==> src/rtl/pipe_mux_n_pkg.sv <==
// Shared helpers for the registered N:1 select pipeline.
// sel_mux works on a maximally sized flat bus so one function serves every WIDTH/NUM_IN.
package pipe_mux_n_pkg;

  localparam int MAX_IN    = 16;
  localparam int MAX_W     = 64;
  localparam int MAX_SEL_W = 4;
  localparam int FLAT_W    = MAX_IN * MAX_W;

  // Returns {err, data}; an index past num_in yields zero data with err set.
  function automatic logic [MAX_W:0] sel_mux(
    input logic [MAX_SEL_W-1:0] sel,
    input logic [FLAT_W-1:0]    in_flat,
    input int                   num_in,
    input int                   width
  );
    logic [MAX_W:0] res;
    logic [9:0]     idx;
    logic [6:0]     bi;
    res = '0;
    idx = '0;
    bi  = '0;
    if (int'(sel) >= num_in) begin
      res[MAX_W] = 1'b1;
    end else begin
      for (int b = 0; b < MAX_W; b++) begin
        if (b < width) begin
          idx     = 10'(int'(sel) * width + b);
          bi      = 7'(b);
          res[bi] = in_flat[idx];
        end
      end
    end
    return res;
  endfunction

endpackage

==> src/rtl/pipe_mux_n_if.sv <==
// Upstream/downstream handshake bundle of pipe_mux_n.
// The master side drives select, data and out_ready; the block is the slave.
interface pipe_mux_n_if #(
  parameter int WIDTH  = 32,
  parameter int NUM_IN = 3
);

  localparam int SEL_W = $clog2(NUM_IN);

  logic [SEL_W-1:0]        sel;
  logic [NUM_IN*WIDTH-1:0] in_flat;
  logic                    in_valid;
  logic                    in_ready;
  logic [WIDTH-1:0]        out_data;
  logic                    out_err;
  logic                    out_valid;
  logic                    out_ready;

  modport master (
    output sel, in_flat, in_valid, out_ready,
    input  in_ready, out_data, out_err, out_valid
  );

  modport slave (
    input  sel, in_flat, in_valid, out_ready,
    output in_ready, out_data, out_err, out_valid
  );

endinterface

==> src/rtl/pipe_mux_n_skid.sv <==
// Generic two-slot valid/ready buffer: an output register plus one skid register.
// in_ready is registered so there is no combinational path from out_ready.
module skid_reg #(
  parameter int W = 33
) (
  input  logic         clk,
  input  logic         rst_n,
  input  logic [W-1:0] in_data,
  input  logic         in_valid,
  output logic         in_ready,
  output logic [W-1:0] out_data,
  output logic         out_valid,
  input  logic         out_ready
);

  typedef enum logic [1:0] {EMPTY, ONE, FULL} occ_t;

  occ_t         state, state_next;
  logic [W-1:0] out_q, skid_q;
  logic         acc, drn, load_out, load_skid, skid_to_out;

  assign acc       = in_valid & in_ready;
  assign drn       = out_valid & out_ready;
  assign out_valid = (state != EMPTY);
  assign out_data  = out_q;

  always_comb begin
    state_next  = state;
    load_out    = 1'b0;
    load_skid   = 1'b0;
    skid_to_out = 1'b0;
    case (state)
      EMPTY: begin
        if (acc) begin
          state_next = ONE;
          load_out   = 1'b1;
        end
      end
      ONE: begin
        if (acc && !drn) begin
          state_next = FULL;
          load_skid  = 1'b1;
        end else if (drn && !acc) begin
          state_next = EMPTY;
        end else if (acc && drn) begin
          load_out = 1'b1;
        end
      end
      FULL: begin
        if (drn) begin
          state_next  = ONE;
          skid_to_out = 1'b1;
        end
      end
      default: state_next = EMPTY;
    endcase
  end

  // in_ready comes up one cycle after reset release and drops only while both slots hold beats.
  always_ff @(posedge clk or negedge rst_n) begin
    if (!rst_n) begin
      state    <= EMPTY;
      in_ready <= 1'b0;
      out_q    <= '0;
      skid_q   <= '0;
    end else begin
      state    <= state_next;
      in_ready <= (state_next != FULL);
      if (load_out) begin
        out_q <= in_data;
      end else if (skid_to_out) begin
        out_q <= skid_q;
      end
      if (load_skid) begin
        skid_q <= in_data;
      end
    end
  end

endmodule

==> src/rtl/pipe_mux_n.sv <==
// Registered N:1 selector: combinational select, two-slot skid output, saturating beat counter.
module pipe_mux_n
  import pipe_mux_n_pkg::*;
#(
  parameter int WIDTH  = 32,
  parameter int NUM_IN = 3,
  parameter int CNT_W  = 16
) (
  input  logic             clk,
  input  logic             rst_n,
  input  logic             clr_cnt,
  output logic [CNT_W-1:0] beat_cnt,
  pipe_mux_n_if.slave      bus
);

  logic [MAX_W:0] mux_res;
  logic [WIDTH:0] skid_out;
  logic           in_ready, out_valid, acc;
  logic           unused_ok;

  assign mux_res   = sel_mux(MAX_SEL_W'(bus.sel), FLAT_W'(bus.in_flat), NUM_IN, WIDTH);
  assign unused_ok = ^mux_res;

  skid_reg #(.W(WIDTH + 1)) u_skid (
    .clk       (clk),
    .rst_n     (rst_n),
    .in_data   ({mux_res[MAX_W], mux_res[WIDTH-1:0]}),
    .in_valid  (bus.in_valid),
    .in_ready  (in_ready),
    .out_data  (skid_out),
    .out_valid (out_valid),
    .out_ready (bus.out_ready)
  );

  assign bus.in_ready  = in_ready;
  assign bus.out_valid = out_valid;
  assign bus.out_err   = skid_out[WIDTH];
  assign bus.out_data  = skid_out[WIDTH-1:0];
  assign acc           = bus.in_valid & in_ready;

  // Clear wins over a same-cycle accept; the count sticks at all-ones.
  always_ff @(posedge clk or negedge rst_n) begin
    if (!rst_n) begin
      beat_cnt <= '0;
    end else if (clr_cnt) begin
      beat_cnt <= '0;
    end else if (acc && (beat_cnt != '1)) begin
      beat_cnt <= beat_cnt + 1'b1;
    end
  end

endmodule
==> src/flat_wrapper.sv <==
// flat-port wrapper written by rule: the top's interface ports become plain ports
module pipe_mux_n_flat import pipe_mux_n_pkg::*;
#(
  parameter int WIDTH  = 32,
  parameter int NUM_IN = 3,
  parameter int CNT_W  = 16
)
  (clk, rst_n, clr_cnt, beat_cnt, bus_sel, bus_in_flat, bus_in_valid, bus_out_ready, bus_in_ready, bus_out_data, bus_out_err, bus_out_valid);
  pipe_mux_n_if #(.WIDTH(WIDTH), .NUM_IN(NUM_IN)) bus_i ();
  input  logic clk;
  input  logic rst_n;
  input  logic clr_cnt;
  output logic [CNT_W-1:0] beat_cnt;
  input wire logic [$bits(bus_i.sel)-1:0] bus_sel;
  input wire logic [$bits(bus_i.in_flat)-1:0] bus_in_flat;
  input wire logic [$bits(bus_i.in_valid)-1:0] bus_in_valid;
  input wire logic [$bits(bus_i.out_ready)-1:0] bus_out_ready;
  output wire logic [$bits(bus_i.in_ready)-1:0] bus_in_ready;
  output wire logic [$bits(bus_i.out_data)-1:0] bus_out_data;
  output wire logic [$bits(bus_i.out_err)-1:0] bus_out_err;
  output wire logic [$bits(bus_i.out_valid)-1:0] bus_out_valid;
  assign bus_i.sel = bus_sel;
  assign bus_i.in_flat = bus_in_flat;
  assign bus_i.in_valid = bus_in_valid;
  assign bus_i.out_ready = bus_out_ready;
  assign bus_in_ready = bus_i.in_ready;
  assign bus_out_data = bus_i.out_data;
  assign bus_out_err = bus_i.out_err;
  assign bus_out_valid = bus_i.out_valid;
  pipe_mux_n #(.WIDTH(WIDTH), .NUM_IN(NUM_IN), .CNT_W(CNT_W)) u_core (.clk(clk), .rst_n(rst_n), .clr_cnt(clr_cnt), .beat_cnt(beat_cnt), .bus(bus_i));
endmodule
==> config.mk <==
export PLATFORM = sky130hd
export DESIGN_NAME = pipe_mux_n_flat
export DESIGN_NICKNAME = d
export VERILOG_FILES = /design/src/rtl/pipe_mux_n_pkg.sv /design/src/rtl/pipe_mux_n_if.sv /design/src/rtl/pipe_mux_n_skid.sv /design/src/rtl/pipe_mux_n.sv /design/src/flat_wrapper.sv
export SDC_FILE = /design/constraint.sdc
export NUM_CORES = 1
export LEC_CHECK = 0
export CORE_UTILIZATION = 25
export CTS_CLUSTER_DIAMETER = 200
export DETAILED_ROUTE_END_ITERATION = 10
export GPL_TIMING_DRIVEN = 0
export PLACE_DENSITY_LB_ADDON = 0.08
export RECOVER_POWER = 25
export SLEW_MARGIN = 20
export SYNTH_ARGS = -nofsm -noshare
export SYNTH_HDL_FRONTEND = slang
export SYNTH_SLANG_ARGS = --single-unit
export TNS_END_PERCENT = 100
==> constraint.sdc <==
create_clock -name clk -period 1.6 [get_ports clk]
set_input_delay 0.24 -clock clk [delete_from_list [all_inputs] [get_ports clk]]
set_output_delay 0.24 -clock clk [all_outputs]
set_load 0.02 [all_outputs]
---- Word level (Yosys, flattened, before mapping) ----
Index checks and enable logic that the tools add are counted.
storage, ports and cells
  word-level logic and storage cells ...... 170
  register bits after elaboration ......... 85
  bits of input ports ..................... 103
  output and inout bits ................... 51
cells by class
  reduce and logical (&&, ||, !) cells .... 10
  $add $sub $neg .......................... 32
  eq/ne operators ......................... 4
  mux-type cells .......................... 84
  bitwise logic cells ..................... 2
  $lt $le $gt $ge ......................... 33
operators by type and width
  kind                                                   number
  < comparator 10 x 11 -> 1 bit (second input constant)  31
  binary-select mux 1 bit (select 10 bit)                31
  adder 7 x 5 -> 8 bit (second input constant)           16
  2-to-1 mux 33 bit                                      2
  adder 7 x 4 -> 8 bit (second input constant)           8
  2-to-1 mux 1 bit                                       41
  adder 7 x 3 -> 8 bit (second input constant)           4
  2-to-1 mux 16 bit                                      2
  2-to-1 mux 32 bit                                      1
  adder 16 x 1 -> 16 bit (second input constant)         1
  adder 7 x 2 -> 8 bit (second input constant)           2
  != test 16 bit (second input constant)                 1
  < comparator 7 x 11 -> 1 bit (second input constant)   1
  adder 7 x 1 -> 8 bit (second input constant)           1
  2-to-1 mux 2 bit                                       4
  one-hot mux 2 bit (3 select lines)                     1
  nonzero test 2 bit                                     3
  logical AND 1 bit                                      4
  AND 1 bit                                              2
  binary-select mux 1 bit (select 2 bit)                 1
  equality test 2 x 1 -> 1 bit (second input constant)   1
  equality test 2 bit (second input constant)            1
  >= comparator 2 bit (second input constant)            1
  logical NOT 1 bit                                      2
  3 further kinds                                        3

---- Longest topological paths before layout ----
  word-level depth ........................ 8
  mapped depth ............................ 7
  mapped depth without buffers ............ 5

---- Cells and area by module ----
A second synthesis with hierarchy kept.
unflattened totals
  cell total of the unflattened synthesis .. 401
  area total of the unflattened synthesis .. 4804.6 µm²
by module, submodules not included
  module      cells each  sequential area each (µm²)  area an instance (µm²)  instances
  skid_reg    192         1726.7                      3185.6                  1
  pipe_mux_n  209         400.4                       1619.1                  1

---- Worst setup path after synthesis ----
No wires, ideal clock.
  path type ............................... register to register
  start ................................... register u_core.beat_cnt[0]
  end ..................................... register u_core.beat_cnt[1]
  stages on the path, launching flop included .. 7
  buffers on the path ..................... 1
  required time ........................... 1.468 ns
  arrival time ............................ 1.755 ns
  path slack .............................. -0.287 ns
  cell sequence ........................... dfrtp_1 > ha_1 > nand4_1 > o41ai_4 > buf_6 > mux2i_1 > nor2_1
on the way
  longest elaborated chain between the ends .. 3
RTL lines
  what                                                      RTL line                            text
  start: declaration                                        pipe_mux_n.sv:12                    output logic [CNT_W-1:0] beat_cnt,
  start signal: assignment                                  pipe_mux_n.sv:48                    beat_cnt <= beat_cnt + 1'b1;
  adder 16 x 1 -> 16 bit or != test 16 bit (tied branches)  pipe_mux_n.sv:48, pipe_mux_n.sv:47
  2-to-1 mux 16 bit or logical AND 1 bit (tied branches)    pipe_mux_n.sv:47                    end else if (acc && (beat_cnt != '1)) begin
  2-to-1 mux 16 bit or nonzero test 2 bit (tied branches)   --
Parallel ways exist; a longest one is shown, timed or not. The select of a mux whose other input is x is not followed.
A chain may end at the register's enable or synchronous reset.

---- Final worst setup path ----
  start ................................... register u_core.beat_cnt[0]
  end ..................................... register u_core.beat_cnt[7]
Same word-level chain as after synthesis.

==> flow_metrics.tcl <==
set metrics [dict create \
    whs_endpoint "u_core.beat_cnt[2]" \
    ff_latch_area_um2 2150 \
    clockBufferDepth 2 \
    design.core.area_um2 17400 \
    port_buffers 150 \
    htreeDepth 3 \
    worstReg2RegStart "u_core.beat_cnt[0]" \
    fin_nets 684 \
    post-route-period-util_pct 106 \
    min_from "clr_cnt" \
    wl_mm 13.0 \
    setup-tns-final_ns -0.425 \
    post-place-ws_ns -1.01 \
    synth-main-ff-cell "dfrtp_1" \
    maxCapViolCount 0 \
    synth_warnings 0 \
    grt_usage_pct 15.2 \
    path_clk_slew_ns 0.06 \
    fin_area_um2 6950 \
    hold_path.class "input pin to flip-flop" \
    synth.top_cells.by_count "dfrtp_1, mux2i_1, nand2_1, o21ai_0" \
    areaGrowthSynthToFinish_pct 55.3 \
    start_util_pct 25.8 \
    whs_path_depth 2 \
    fin_crit_ns 1.69 \
    gp_congestion 0.730 \
    finalSetupViolations 13 \
    yosys.cell_types.count 40 \
    drt-pass1-iter-count 4 \
    rr_worst_depth 7 \
    drtIter0Drc 95 \
    via_per_inst 4.73 \
    grt_max_degree 65 \
    grt_pass1_wl_mm 21.3 \
    synth_area_um2 4470 \
    violations "setup timing" \
    cts_buffers 9 \
    die-height_um 136 \
    drc_errors 0 \
    setup_ws_ns -0.0885 \
    cp-end-kind "flip-flop" \
    mappedNetlistNets 509 \
    die_w_um 136 \
    antenna_cells 0 \
    startpoint "u_core.beat_cnt[0]" \
    synth-edff-count 0 \
    synth.area.top_cells "dfrtp_1, mux2i_1, mux2_2, o2bb2ai_1, o21ai_0" \
    timing.fmax_mhz 592 \
    multi_input_area_um2 2340 \
    status "complete, but fails checks" \
    stdcell_count 810 \
    finClkSkew_ns 0.00375 \
    utilization_pct 40.0 \
    postPlaceCellArea_um2 6330 \
    row_count 48 \
    timing.rr.end "u_core.beat_cnt[7]" \
    clock_tree.root_cell "clkbuf_16" \
    vias 3833 \
    ys_ff_latch 85 \
    placedCellCount 781 \
    gr-total-overflow 0 \
    drive_above_1_share_pct 22.7 \
    avgSynthCellArea_um2 11.0 \
    worstPathArrival_ns 1.95 \
    antenna_left 0 \
    io_pins 154 \
    cts_tree "built" \
    power_leakage_nw 3.22 \
    grt_pass1_vias 4020 \
    synthMostInstantiatedCell "dfrtp_1" \
    ys_seq_area_share_pct 47.6 \
    slew-limit-headroom_pct 62.2 \
    wl_per_cell_um 16.0 \
    tightestPinTransition_ns 0.567 \
    place_hpwl_mm 9.26 \
    rsz0062_at_grt "yes" \
    ff2ff_setup_slack_ns -0.09 \
    async_flop_share_pct 100 \
    fillers 1723 \
    max-vdd-ir-drop_v 0.000582 \
    insertion_delay_ns 0.34 \
    worstPathMaxFanout 5 \
    p_per_area_nw_per_um2 1300 \
    critical_path_class "flip-flop to flip-flop" \
    critPathRequiredTime_ns 1.86 \
    synth_top_area_share_pct 47.6 \
    startpoint_type "flip-flop" \
    die_area_um2 18400 \
    hold_viol_final 0 \
    synth_cells 405 \
    slew_viol_final 0 \
    clkSinkCount 85 \
    synth_area_leader_cell "dfrtp_1" \
    antenna_found_initial 0 \
]
-- per-layer routing --
layer | routed length, µm | vias to the layer above | part of all wire, % | GRT usage [%]
met3 | 708 | 13 | 5.4 | 3.82
met2 | 6310 | 102 | 49 | 24.9
li1 | - | 1838 | - | -
met1 | 5780 | 1880 | 44 | 19.1
met4 | 195 | 0 | 1.5 | 5.62
met5 | 0 | - | 0 | 0
-- repair_timing --
| action | in CTS | in global routing |
|---|---|---|
| buffers inserted | 12 | 1 |
| setup endpoints to repair | 96 | 86 |
| hold buffers | 1 | 0 |
| endpoints found under the hold margin | 21 | 0 |
| pin swaps | 17 | 3 |
| resized for setup | 56 | 28 |
-- how the worst max path moves through the flow --
stage / to / cells past startpoint
3_3_place_gp: u_core.beat_cnt[13] / 1
2_1_floorplan: u_core.beat_cnt[1] / 6
3_5_place_dp: u_core.u_skid.out_data[29] / 6
4_1_cts: u_core.beat_cnt[7] / 7
6_report: u_core.beat_cnt[7] / 7
5_1_grt: u_core.beat_cnt[7] / 7
-- critical path, stage by stage, from the launching register on --
cell and delay [ns]:
dfrtp_2 0.43, ha_4 0.17, nand4_1 0.13, o41ai_4 0.08, buf_4 0.16, buf_6 0.12, or4_4 0.41, a21oi_2 0.12
-- cell families after synthesis --
logic type / after synthesis / synth area share (%)
AOI/OAI and AO/OA: 94 / 14.1
xor gates and xnor gates: 1 / 0.196
adders and majority gates: 1 / 0.280
buffers and inverters: 32 / 3.41
DFF: 85 / 47.6
muxes: 101 / 23.6
and+or+nand+nor: 91 / 10.9
-- registers in the layout, summed over array words and instances (netlist names) --
signal	cells
u_core.u_skid.skid_q	33
u_core.u_skid.state	2
u_core.u_skid.out_data	33
u_core.beat_cnt	16
u_core.u_skid.in_ready	1
-- layout make-up --
cell class	instances	share of cell area (%)
tap	225	4.05
clock buffer	12	3.69
buffer	29	2.94
sequential	85	30.9
clock inverter	4	1.01
multi-input combinational	288	33.6
timing repair buffer	165	23.6
inverter	2	0.108
-- placed cells by master (no fill, tap or decap), types with 6 or more instances in the layout --
cell type,n
clkdlybuf4s50_1,121
dfrtp_1,68
mux2i_1,66
nand2_1,39
o21ai_0,36
o2bb2ai_1,32
mux2_2,32
dlygate4sd2_1,20
buf_4,18
dfrtp_2,17
nor2_1,10
clkbuf_16,9
a21oi_1,8
dlymetal6s2s_1,8
buf_2,6
clkbuf_1,6
-- report_power, final --
group	leakage [nW]	internal, mW	switching [mW]
registers	1.06	2.95	0.427
clock network	0.163	1.45	0.850
logic	1.99	1.75	1.61
total	3.22	6.15	2.89
-- per-stage QoR --
step / total power [mW] / hold WS [ns]
3_3_place_gp: 6.65 / 0.489
4_1_cts: 9.21 / 0.130
3_5_place_dp: 6.73 / 0.110
2_1_floorplan: 5.11 / -0.0556
5_1_grt: 9.62 / 0.137
6_report: 9.04 / 0.143
(Power assumes the default switching activity.)
